[src/rtl/result_writeback_pkg.sv]
`default_nettype none
//==============================================================================
// result_writeback_pkg : shared types and constants for the result write-back
// Revision 1.0
//==============================================================================
package result_writeback_pkg;

  localparam int WB_ADDR_W      = 32;
  localparam int WB_DATA_W      = 32;
  localparam int ELEM_COL_BYTES = 4;
  localparam int TILE_COL_BYTES = 8;

  typedef struct packed {
    logic [WB_ADDR_W-1:0] addr;
    logic [WB_DATA_W-1:0] data;
  } wb_entry_t;

  typedef enum logic [1:0] {
    E11 = 2'd0,
    E12 = 2'd1,
    E21 = 2'd2,
    E22 = 2'd3
  } elem_e;

endpackage
`default_nettype wire

[src/rtl/wb_tile_addr_gen.sv]
`default_nettype none
//==============================================================================
// wb_tile_addr_gen : incremental row-major address tracker for one element
// Revision 1.0
//==============================================================================
module wb_tile_addr_gen
  import result_writeback_pkg::*;
#(
  parameter int ADDR_W = 32
) (
  input  logic              clk,
  input  logic              reset_n,
  input  logic              start,
  input  logic              advance,
  input  logic [15:0]       tiles_x,
  input  logic [ADDR_W-1:0] base_addr,
  input  logic [ADDR_W-1:0] row_stride,
  input  logic [ADDR_W-1:0] elem_off,
  output logic [ADDR_W-1:0] addr
);

  logic [15:0]       r_last_col;
  logic [15:0]       r_col;
  logic [ADDR_W-1:0] r_row_step;
  logic [ADDR_W-1:0] r_row_start;
  logic [ADDR_W-1:0] r_addr;
  logic [ADDR_W-1:0] w_start_addr;

  assign w_start_addr = base_addr + elem_off;
  assign addr         = r_addr;

  // r_row_start remembers the first column of the current tile-row so a wrap
  // needs only one add of the two-row step.
  always_ff @(posedge clk) begin
    if (!reset_n) begin
      r_last_col  <= '0;
      r_col       <= '0;
      r_row_step  <= '0;
      r_row_start <= '0;
      r_addr      <= '0;
    end else if (start) begin
      r_last_col  <= (tiles_x == 16'd0) ? 16'd0 : tiles_x - 16'd1;
      r_col       <= '0;
      r_row_step  <= {row_stride[ADDR_W-2:0], 1'b0};
      r_row_start <= w_start_addr;
      r_addr      <= w_start_addr;
    end else if (advance) begin
      if (r_col == r_last_col) begin
        r_col       <= '0;
        r_row_start <= r_row_start + r_row_step;
        r_addr      <= r_row_start + r_row_step;
      end else begin
        r_col  <= r_col + 16'd1;
        r_addr <= r_addr + ADDR_W'(TILE_COL_BYTES);
      end
    end
  end

endmodule
`default_nettype wire

[src/rtl/result_writeback.sv]
`default_nettype none
//==============================================================================
// result_writeback : buffers 2x2 result tiles and writes them over OBI.
// Optional WB_PERF_COUNTERS_EN adds stall/peak-fill counters. Revision 1.0
//==============================================================================
module result_writeback
  import result_writeback_pkg::*;
#(
  parameter int FIFO_DEPTH = 8,
  parameter int ADDR_W     = 32,
  parameter int DATA_W     = 32
) (
  input  logic              clk,
  input  logic              reset_n,
  input  logic              start,
  input  logic [ADDR_W-1:0] base_addr,
  input  logic [ADDR_W-1:0] row_stride,
  input  logic [15:0]       tiles_x,
  input  logic [15:0]       tiles_total,
  input  logic [DATA_W-1:0] C11,
  input  logic [DATA_W-1:0] C12,
  input  logic [DATA_W-1:0] C21,
  input  logic [DATA_W-1:0] C22,
  input  logic              c11ready,
  input  logic              c12ready,
  input  logic              c21ready,
  input  logic              c22ready,
  output logic              mem_req,
  input  logic              mem_gnt,
  output logic [ADDR_W-1:0] mem_addr,
  output logic              mem_we,
  output logic [3:0]        mem_be,
  output logic [DATA_W-1:0] mem_wdata,
  output logic              busy,
  output logic              done,
  output logic              overflow
`ifdef WB_PERF_COUNTERS_EN
  , output logic [31:0]                  stall_cycles
  , output logic [$clog2(FIFO_DEPTH):0]  peak_fill
`endif
);

  localparam int c_PTR_W = $clog2(FIFO_DEPTH);
  localparam int c_CNT_W = c_PTR_W + 1;

  typedef struct packed {
    logic [ADDR_W-1:0] addr;
    logic [DATA_W-1:0] data;
  } entry_t;

  logic               r_busy;
  logic               r_done;
  logic               r_overflow;
  logic [15:0]        r_tiles_total;
  logic [17:0]        r_write_cnt;
  entry_t             r_mem [FIFO_DEPTH];
  logic [c_PTR_W-1:0] r_rd_ptr;
  logic [c_PTR_W-1:0] r_wr_ptr;
  logic [c_CNT_W-1:0] r_count;

  logic [3:0]         w_strobe;
  logic [3:0]         w_acc;
  logic [3:0]         w_we;
  logic [DATA_W-1:0]  w_cdata     [4];
  logic [ADDR_W-1:0]  w_off       [4];
  logic [ADDR_W-1:0]  w_elem_addr [4];
  logic [c_PTR_W-1:0] w_widx      [4];
  logic               w_pop;
  logic               w_drop;
  logic [c_CNT_W-1:0] w_slots;
  logic [c_CNT_W-1:0] w_npush;
  entry_t             w_head;

  assign w_strobe = {c22ready, c21ready, c12ready, c11ready};
  assign w_acc    = w_strobe & {4{r_busy & ~start}};

  assign w_cdata[E11] = C11;
  assign w_cdata[E12] = C12;
  assign w_cdata[E21] = C21;
  assign w_cdata[E22] = C22;

  assign w_off[E11] = '0;
  assign w_off[E12] = ADDR_W'(ELEM_COL_BYTES);
  assign w_off[E21] = row_stride;
  assign w_off[E22] = row_stride + ADDR_W'(ELEM_COL_BYTES);

  for (genvar g = 0; g < 4; g++) begin : g_addr
    wb_tile_addr_gen #(
      .ADDR_W (ADDR_W)
    ) u_gen (
      .clk        (clk),
      .reset_n    (reset_n),
      .start      (start),
      .advance    (w_acc[g]),
      .tiles_x    (tiles_x),
      .base_addr  (base_addr),
      .row_stride (row_stride),
      .elem_off   (w_off[g]),
      .addr       (w_elem_addr[g])
    );
  end

  // C22 claims the first free slot: it belongs to the oldest tile in flight.
  always_comb begin
    w_pop   = (r_count != '0) & mem_gnt;
    w_slots = c_CNT_W'(FIFO_DEPTH) - r_count + c_CNT_W'(w_pop);
    w_npush = '0;
    w_drop  = 1'b0;
    w_we    = '0;
    for (int i = 3; i >= 0; i--) begin
      w_widx[i] = r_wr_ptr + w_npush[c_PTR_W-1:0];
      if (w_acc[i]) begin
        if (w_npush < w_slots) begin
          w_we[i] = 1'b1;
          w_npush = w_npush + c_CNT_W'(1);
        end else begin
          w_drop = 1'b1;
        end
      end
    end
  end

  always_ff @(posedge clk) begin
    if (!reset_n) begin
      r_rd_ptr <= '0;
      r_wr_ptr <= '0;
      r_count  <= '0;
    end else if (start) begin
      r_rd_ptr <= '0;
      r_wr_ptr <= '0;
      r_count  <= '0;
    end else begin
      r_rd_ptr <= r_rd_ptr + c_PTR_W'(w_pop);
      r_wr_ptr <= r_wr_ptr + w_npush[c_PTR_W-1:0];
      r_count  <= r_count + w_npush - c_CNT_W'(w_pop);
    end
  end

  always_ff @(posedge clk) begin
    for (int i = 0; i < 4; i++) begin
      if (w_we[i]) begin
        r_mem[w_widx[i]] <= '{addr: w_elem_addr[i], data: w_cdata[i]};
      end
    end
  end

  always_ff @(posedge clk) begin
    if (!reset_n) begin
      r_busy        <= 1'b0;
      r_done        <= 1'b0;
      r_overflow    <= 1'b0;
      r_tiles_total <= '0;
      r_write_cnt   <= '0;
    end else if (start) begin
      r_busy        <= 1'b1;
      r_done        <= 1'b0;
      r_overflow    <= 1'b0;
      r_tiles_total <= tiles_total;
      r_write_cnt   <= '0;
    end else begin
      if (w_pop) begin
        r_write_cnt <= r_write_cnt + 18'd1;
      end
      if (w_drop) begin
        r_overflow <= 1'b1;
      end
      if (r_busy && (r_write_cnt == {r_tiles_total, 2'b00})) begin
        r_done <= 1'b1;
        r_busy <= 1'b0;
      end
    end
  end

  assign w_head    = r_mem[r_rd_ptr];
  assign mem_req   = (r_count != '0);
  assign mem_addr  = mem_req ? w_head.addr : '0;
  assign mem_wdata = mem_req ? w_head.data : '0;
  assign mem_we    = 1'b1;
  assign mem_be    = 4'hF;
  assign busy      = r_busy;
  assign done      = r_done;
  assign overflow  = r_overflow;

`ifdef WB_PERF_COUNTERS_EN
  logic [31:0]        r_stall_cycles;
  logic [c_CNT_W-1:0] r_peak_fill;

  always_ff @(posedge clk) begin
    if (!reset_n || start) begin
      r_stall_cycles <= '0;
      r_peak_fill    <= '0;
    end else begin
      if (mem_req && !mem_gnt && (r_stall_cycles != 32'hFFFF_FFFF)) begin
        r_stall_cycles <= r_stall_cycles + 32'd1;
      end
      if (r_count > r_peak_fill) begin
        r_peak_fill <= r_count;
      end
    end
  end

  assign stall_cycles = r_stall_cycles;
  assign peak_fill    = r_peak_fill;
`endif

endmodule
`default_nettype wire
[config.mk]
export PLATFORM = sky130hd
export DESIGN_NAME = result_writeback
export DESIGN_NICKNAME = d
export VERILOG_FILES = /design/src/rtl/result_writeback_pkg.sv /design/src/rtl/wb_tile_addr_gen.sv /design/src/rtl/result_writeback.sv
export SDC_FILE = /design/constraint.sdc
export NUM_CORES = 2
export LEC_CHECK = 0
export BUFFER_PORTS_ARGS = -buffer_cell sky130_fd_sc_hd__buf_2
export CAP_MARGIN = 0
export CORE_MARGIN = 1.5
export CORE_UTILIZATION = 55
export CTS_CLUSTER_SIZE = 20
export DETAILED_ROUTE_END_ITERATION = 16
export HOLD_SLACK_MARGIN = 0.05
export PLACE_DENSITY = 0.81
export SETUP_SLACK_MARGIN = 0.05
export SLEW_MARGIN = 25
export SYNTH_ARGS = -nofsm -noshare
export SYNTH_HDL_FRONTEND = slang
export SYNTH_SLANG_ARGS = --single-unit
[constraint.sdc]
create_clock -name clk -period 27.6 [get_ports clk]
set_input_delay 5.52 -clock clk [delete_from_list [all_inputs] [get_ports clk]]
set_output_delay 5.52 -clock clk [all_outputs]
set_load 0.1 [all_outputs]
# After elaboration in Yosys (flattened, before gate mapping)
# Memories as Yosys holds them, arrays and structs flattened. A register that Yosys moved wholly into a read port is not among the register bits.
# Cells that the tools add are included.
op_classes:
  n_reduce_logical: 17
  div_mod_pow: 0
  order_cmp: 4
  n_mux: 66
  eq_ne: 5
  bitwise: 5
  add_sub_neg: 30
  n_mul: 0
  n_shift: 0
ops:
  columns: ["operator", "count"]
  rows:
  - ["$mux W32", 26]
  - ["$add A32 B32 Y32", 6]
  - ["$add A32 B4 Y32 const B", 4]
  - ["$mux W16", 5]
  - ["$add A16 B1 Y16 const B", 4]
  - ["$add A32 B3 Y32 const B", 2]
  - ["$eq A16 B16 Y1", 4]
  - ["$mux W1", 28]
  - ["$mux W4", 6]
  - ["$add A18 B1 Y18 const B", 1]
  - ["$eq A18 B18 Y1", 1]
  - ["$reduce_bool A2 Y1", 9]
  - ["$logic_not A16 Y1", 1]
  - ["$sub A16 B1 Y16 const B", 1]
  - ["$add A3 B3 Y3", 4]
  - ["$add A4 B1 Y4 const B", 3]
  - ["$lt A4 B4 Y1", 3]
  - ["$reduce_and A2 Y1", 4]
  - ["$add A4 B1 Y4", 1]
  - ["$add A4 B4 Y4", 1]
  - ["$and A4 B4 Y4", 1]
  - ["$lt A1 B4 Y1 const A", 1]
  - ["$reduce_bool A4 Y1", 1]
  - ["$sub A4 B1 Y4", 1]
  - ["7 further kinds", 9]
totals:
  regBits: 414
  ramBits: 512
  memories: 1
  elab_cells: 150
  inputBits: 232
  output_inout_bits: 73
  romBits: 0
  latchBits: 0
mem_list:
  columns: ["name", "words", "width", "rd", "rd_clocked_by_memory_dff", "write_ports", "line", "source"]
  rows:
  - ["r_mem", 8, 64, 1, 1, 4, "result_writeback.sv:56", "entry_t r_mem [FIFO_DEPTH];"]

# Depth between registers and ports, before layout
depth:
  depth_word: 17
  ltp_mapped: 33
  ltp_nobuf: 31

# Hierarchy
# A second synthesis with hierarchy kept.
unflattened:
  cells_unflattened: 8572
  area_unflattened_um2: 74341.3
modules_own_cells:
  columns: ["module", "area_each_um2", "instances", "seq_area_each_um2", "cells_each"]
  rows:
  - ["result_writeback", 36931.7, 1, 16315.6, 3724]
  - ["wb_tile_addr_gen at g_addr[1].u_gen ...", 9399.0, 3, 2542.4, 1214]
  - ["wb_tile_addr_gen at g_addr[0].u_gen", 9212.6, 1, 2542.4, 1206]

# Worst setup path after synthesis
# OpenSTA, ideal clock, no wires.
synth_timing:
  kind: "input -> register"
  from: "input mem_gnt"
  to: "memory r_mem[0][0] (netlist name), enable pin"
  n_path_buf: 1
  setup_slack_ps: 10394
  required_time_ps: 26894
  stages: 20
  setup_ps: 706
  arrival_time_ps: 16500
  cell_sequence: "and2_1 clkbuf_1 inv_1 ha_1 nor2_1 xor2_1 o22ai_4 a31oi_4 ha_1 mux2_1 a21o_1 a21o_1 a21oi_1 nand2_1 o21ai_0 ha_1 and2_1 a31oi_1 nand3_1 o311ai_0"
synth_rtl:
  columns: ["item", "line", "source"]
  rows:
  - ["start, declared", "result_writeback.sv:29", "input logic mem_gnt,"]
  - ["end, declared", "result_writeback.sv:56", null]

==> run summary <==
At the worst endpoint, the arrival time is 11780 ps. The post-synthesis register bit count is around 900. The minimum clock period is 11430 ps.

The violation count after the first detailed-route iteration came out at just under 9000. The clock drives 926 sinks. Dividing the detail-routed via count by the number of cells gives a little under 7.

The DRC violation count after routing came out at 0. TritonCTS built the clock tree. Synthesis produced a netlist whose cell count is between 7000 and 8000. The area overhead of the layout relative to synthesis is 8.302%. Dividing total power by cell area gives a power density of around 64 nW/µm². The floorplan step defined a core boundary enclosing between 100000 and 150000 µm². On the critical path, the stage with the largest delay is an instance of buf_4. The clock skew after layout came out at about 37 ps. The horizontal die dimension came out at between 300 and 400 µm. The total wirelength of the detailed-routed design came out at about 230000 µm. The first global-routing pass estimated 340200 µm of wire. The combined global-route utilization of all metal layers is a little over a third. The fraction of registers with async set or reset after synthesis is 0%.

The headroom to the max-slew limit is 17.14%. The deepest level of the CTS H-tree came out at 3. VDD sags by at most about 110 µV. The number of antenna violations at the first check in global routing came out at 11. The startpoint kind of the worst setup timing path is an input pin.

For the final routed database, the setup TNS stands at 0 ps. The I/O pin total came out at just over 300. The largest single stage delay on the critical path is between 700 and 800 ps. The sequential cell area fraction in the yosys report is 35.72%. The setup slack of the worst register-to-register path came out at 20180 ps. Setup repair after global routing left no endpoint under its margin. Yosys printed 0 warnings. The total setup violations reported at the end of the flow is 0. The post-cts repair resize count is 0. The critical path goes through buf_2 -> and2_1 -> inv_1 -> ha_1 -> nor2_1 -> xor2_1 -> o22ai_4 -> a31oi_4 -> ha_1 -> mux2_1 -> a21o_1 -> a21o_1 -> a21oi_1 -> nand2_1 -> o21ai_0 -> ha_1 -> and2_1 -> a311o_1 -> or2_1 -> o21ai_4 -> buf_4. The pin count of the biggest net entering global routing is roughly 150. The number of max-cap violations came out at 0. The first TritonRoute pass finished after 10 iterations.

The post-synthesis instance area is roughly 66000 µm². The min-delay analysis places its worst path in the category reg -> reg. The initial cell density of the core is a little under three fifths. The die extent in y is approximately 350 µm.

At the end of the flow the core is filled with cells to approximately 60%. The library cells used most frequently in the layout, excluding fill and tap cells, are nand2_1, nor2_1, edfxtp_1, a21oi_1, dfxtp_1. Summed over all layers, the global routing overflow is 0.

The commonest non-fill, non-tap cell in the layout is nand2_1. The average instance in the mapped netlist occupies ~8.9 µm². Once the clock tree was built, the setup fixing pass inserted 0 buffers. The worst setup path is captured at a flip-flop. The worst hold slack across all endpoints came out at ~460 ps.

Once placement finished, the instance area stood at just under 70000 µm². The endpoint required time on the critical path came out at 27940 ps. The cell that appears most often on the critical path is ha_1. CTS placed an instance of clkbuf_16 at the clock tree root. The number of failing hold endpoints at the final stage came out at 0. The finished cells cover 71740 µm².

The routability congestion estimate came out at around 0.96. The number of flops mapped to enable cells by yosys is around 510. The ratio of cells with drive above 1 in the final layout is between 15 and 20%.

The number of I/O port buffers came out at between 200 and 300. The net count of the finished layout is about 8000. The overall via count from detail_route is 61170. The die covers between 100000 and 150000 µm². The number of buffers inserted during clock tree synthesis is roughly 100.

Along the worst path, the maximum fanout reaches 46. The via count of the first global-routing pass is between 50000 and 60000. The detailed-placement wirelength estimate came out at between 100000 and 150000 µm. The clock-pin slew on the worst setup and hold paths is 60 ps. The worst setup path is of the in -> reg kind.

The portion of the clock cycle consumed by the worst path in the final layout is 41.43%. The later pin in the worst-skew pair is clocked with a latency of about 730 ps. The count of antenna-violating nets left after detailed routing is 0. The number of distinct library cells after synthesis came out at 98. The flow ran to the end, and the final reports show no timing, DRC or antenna violations.

The floorplan has approximately 130 rows. For this design the static power due to leakage is about 28 nW. The number of slew-limit violations in the final report came to 0. The maximum achievable frequency came out at ~0.09 GHz. The number of buffers added to fix hold violations after cts came out at 0.

In the synthesized netlist the dominant register cell turns out to be edfxtp_1. The buffer depth of the longest clock path came out at 3. The mean routed wirelength per cell is 25.63 µm. The slew at the pin closest to its max-slew limit came out at ~1200 ps.
-- routing by layer --
| layer | share of wire [%] | vias to the layer above | global-route usage, % |
|---|---|---|---|
| li1 | - | 26740 | - |
| met1 | 36 | 28640 | 46.01 |
| met2 | 43 | 4739 | 55.11 |
| met3 | 15 | 1045 | 10.82 |
| met4 | 5.8 | 6 | 19.35 |
| met5 | 0.029 | - | 0.2355 |
-- registers in the layout (all words and copies together), names as in the netlist --
name	count
r_tiles_total	16
g_addr.u_gen.addr	128
done	1
busy	1
r_write_cnt	18
r_mem	512
r_count	4
g_addr.u_gen.r_col	64
r_rd_ptr	3
g_addr.u_gen.r_last_col	16
g_addr.u_gen.r_row_step	31
overflow	1
g_addr.u_gen.r_row_start	128
r_wr_ptr	3
-- final cells by class --
class | instances | area, µm²
Multi-Input combinational cell | 5762 | 39980
Clock buffer | 145 | 2915
Antenna cell | 13 | 32.53
Sequential cell | 926 | 23670
Inverter | 101 | 384.1
Timing Repair Buffer | 391 | 2235
Fill cell | 9879 | 47910
Tap cell | 1612 | 2017
Clock inverter | 43 | 505.5
-- per-stage QoR --
stage,cells,power [W],worst slack (ps)
after floorplan,7435,0.002808,10390
final,8993,0.004623,16170
after global placement,8791,0.003154,15710
after CTS,8979,0.004586,16220
after global routing,8986,0.004759,15890
after detailed placement,8791,0.003187,15540
-- worst max-delay path: cells and delay by family --
kind                     cells  cell delay (ps)
AO/OA/AOI/OAI                8             2640
AND/OR/NAND/NOR              5             1130
buffers and inverters        3              950
adder cells (fa/ha/maj)      3              880
multiplexers                 1              300
XOR/XNOR                     1              250
-- cells by family after synthesis --
logic type | synth area share, %
and+or+nand+nor | 16.04
DFF | 35.72
adders and majority gates | 5.225
AOI/OAI and AO/OA | 17.20
muxes | 16.17
buffers and inverters | 4.511
other | 0.005661
xor gates and xnor gates | 5.130
-- synthesized netlist by cell type (all sizes together), types with 11 or more instances --
cell / instances / area share (%)
o22ai: 26 / 0.27
dfxtp: 414 / 13
fa: 38 / 1.1
nor3: 81 / 0.63
nand4: 74 / 0.70
or2: 16 / 0.15
nor2: 737 / 4.2
edfxtp: 512 / 23
a21o: 77 / 0.87
a311oi: 13 / 0.17
a22oi: 63 / 0.71
inv: 98 / 0.56
a211oi: 166 / 1.9
o31ai: 19 / 0.27
nand2: 1022 / 5.8
mux4: 128 / 4.4
mux2: 343 / 5.8
a21oi: 496 / 3.8
a31oi: 300 / 2.9
a21boi: 11 / 0.12
a221oi: 19 / 0.27
and2: 30 / 0.28
o211ai: 22 / 0.25
ha: 215 / 4.1
and4: 13 / 0.17
xnor2: 205 / 2.7
o21bai: 31 / 0.35
buf: 213 / 1.5
nor4: 35 / 0.34
o21ai: 425 / 3.2
o221ai: 15 / 0.20
xor2: 183 / 2.4
nand3: 125 / 0.94
and3: 72 / 0.68
mux2i: 396 / 6.0
nand2b: 25 / 0.24
clkbuf: 433 / 2.5
or3: 28 / 0.26
nor2b: 137 / 1.3
o21a: 39 / 0.44
-- final timing paths --
check | end | depth (start not counted) | start
worst min register to register | g_addr[0].u_gen.r_row_start[3] | 2 | g_addr[0].u_gen.r_row_start[3]
worst min-delay path | g_addr[0].u_gen.r_row_start[3] | 2 | g_addr[0].u_gen.r_row_start[3]
worst max register to register | r_mem[5][43] | 23 | r_count[3]
worst max-delay path | r_mem[5][43] | 21 | mem_gnt
-- report_power, final --
part / internal, W / switching (W)
logic: 0.000412 / 0.00111
clock network: 0.000819 / 0.000606
registers: 0.00156 / 0.000119
Power figures use the tool's default switching activity.
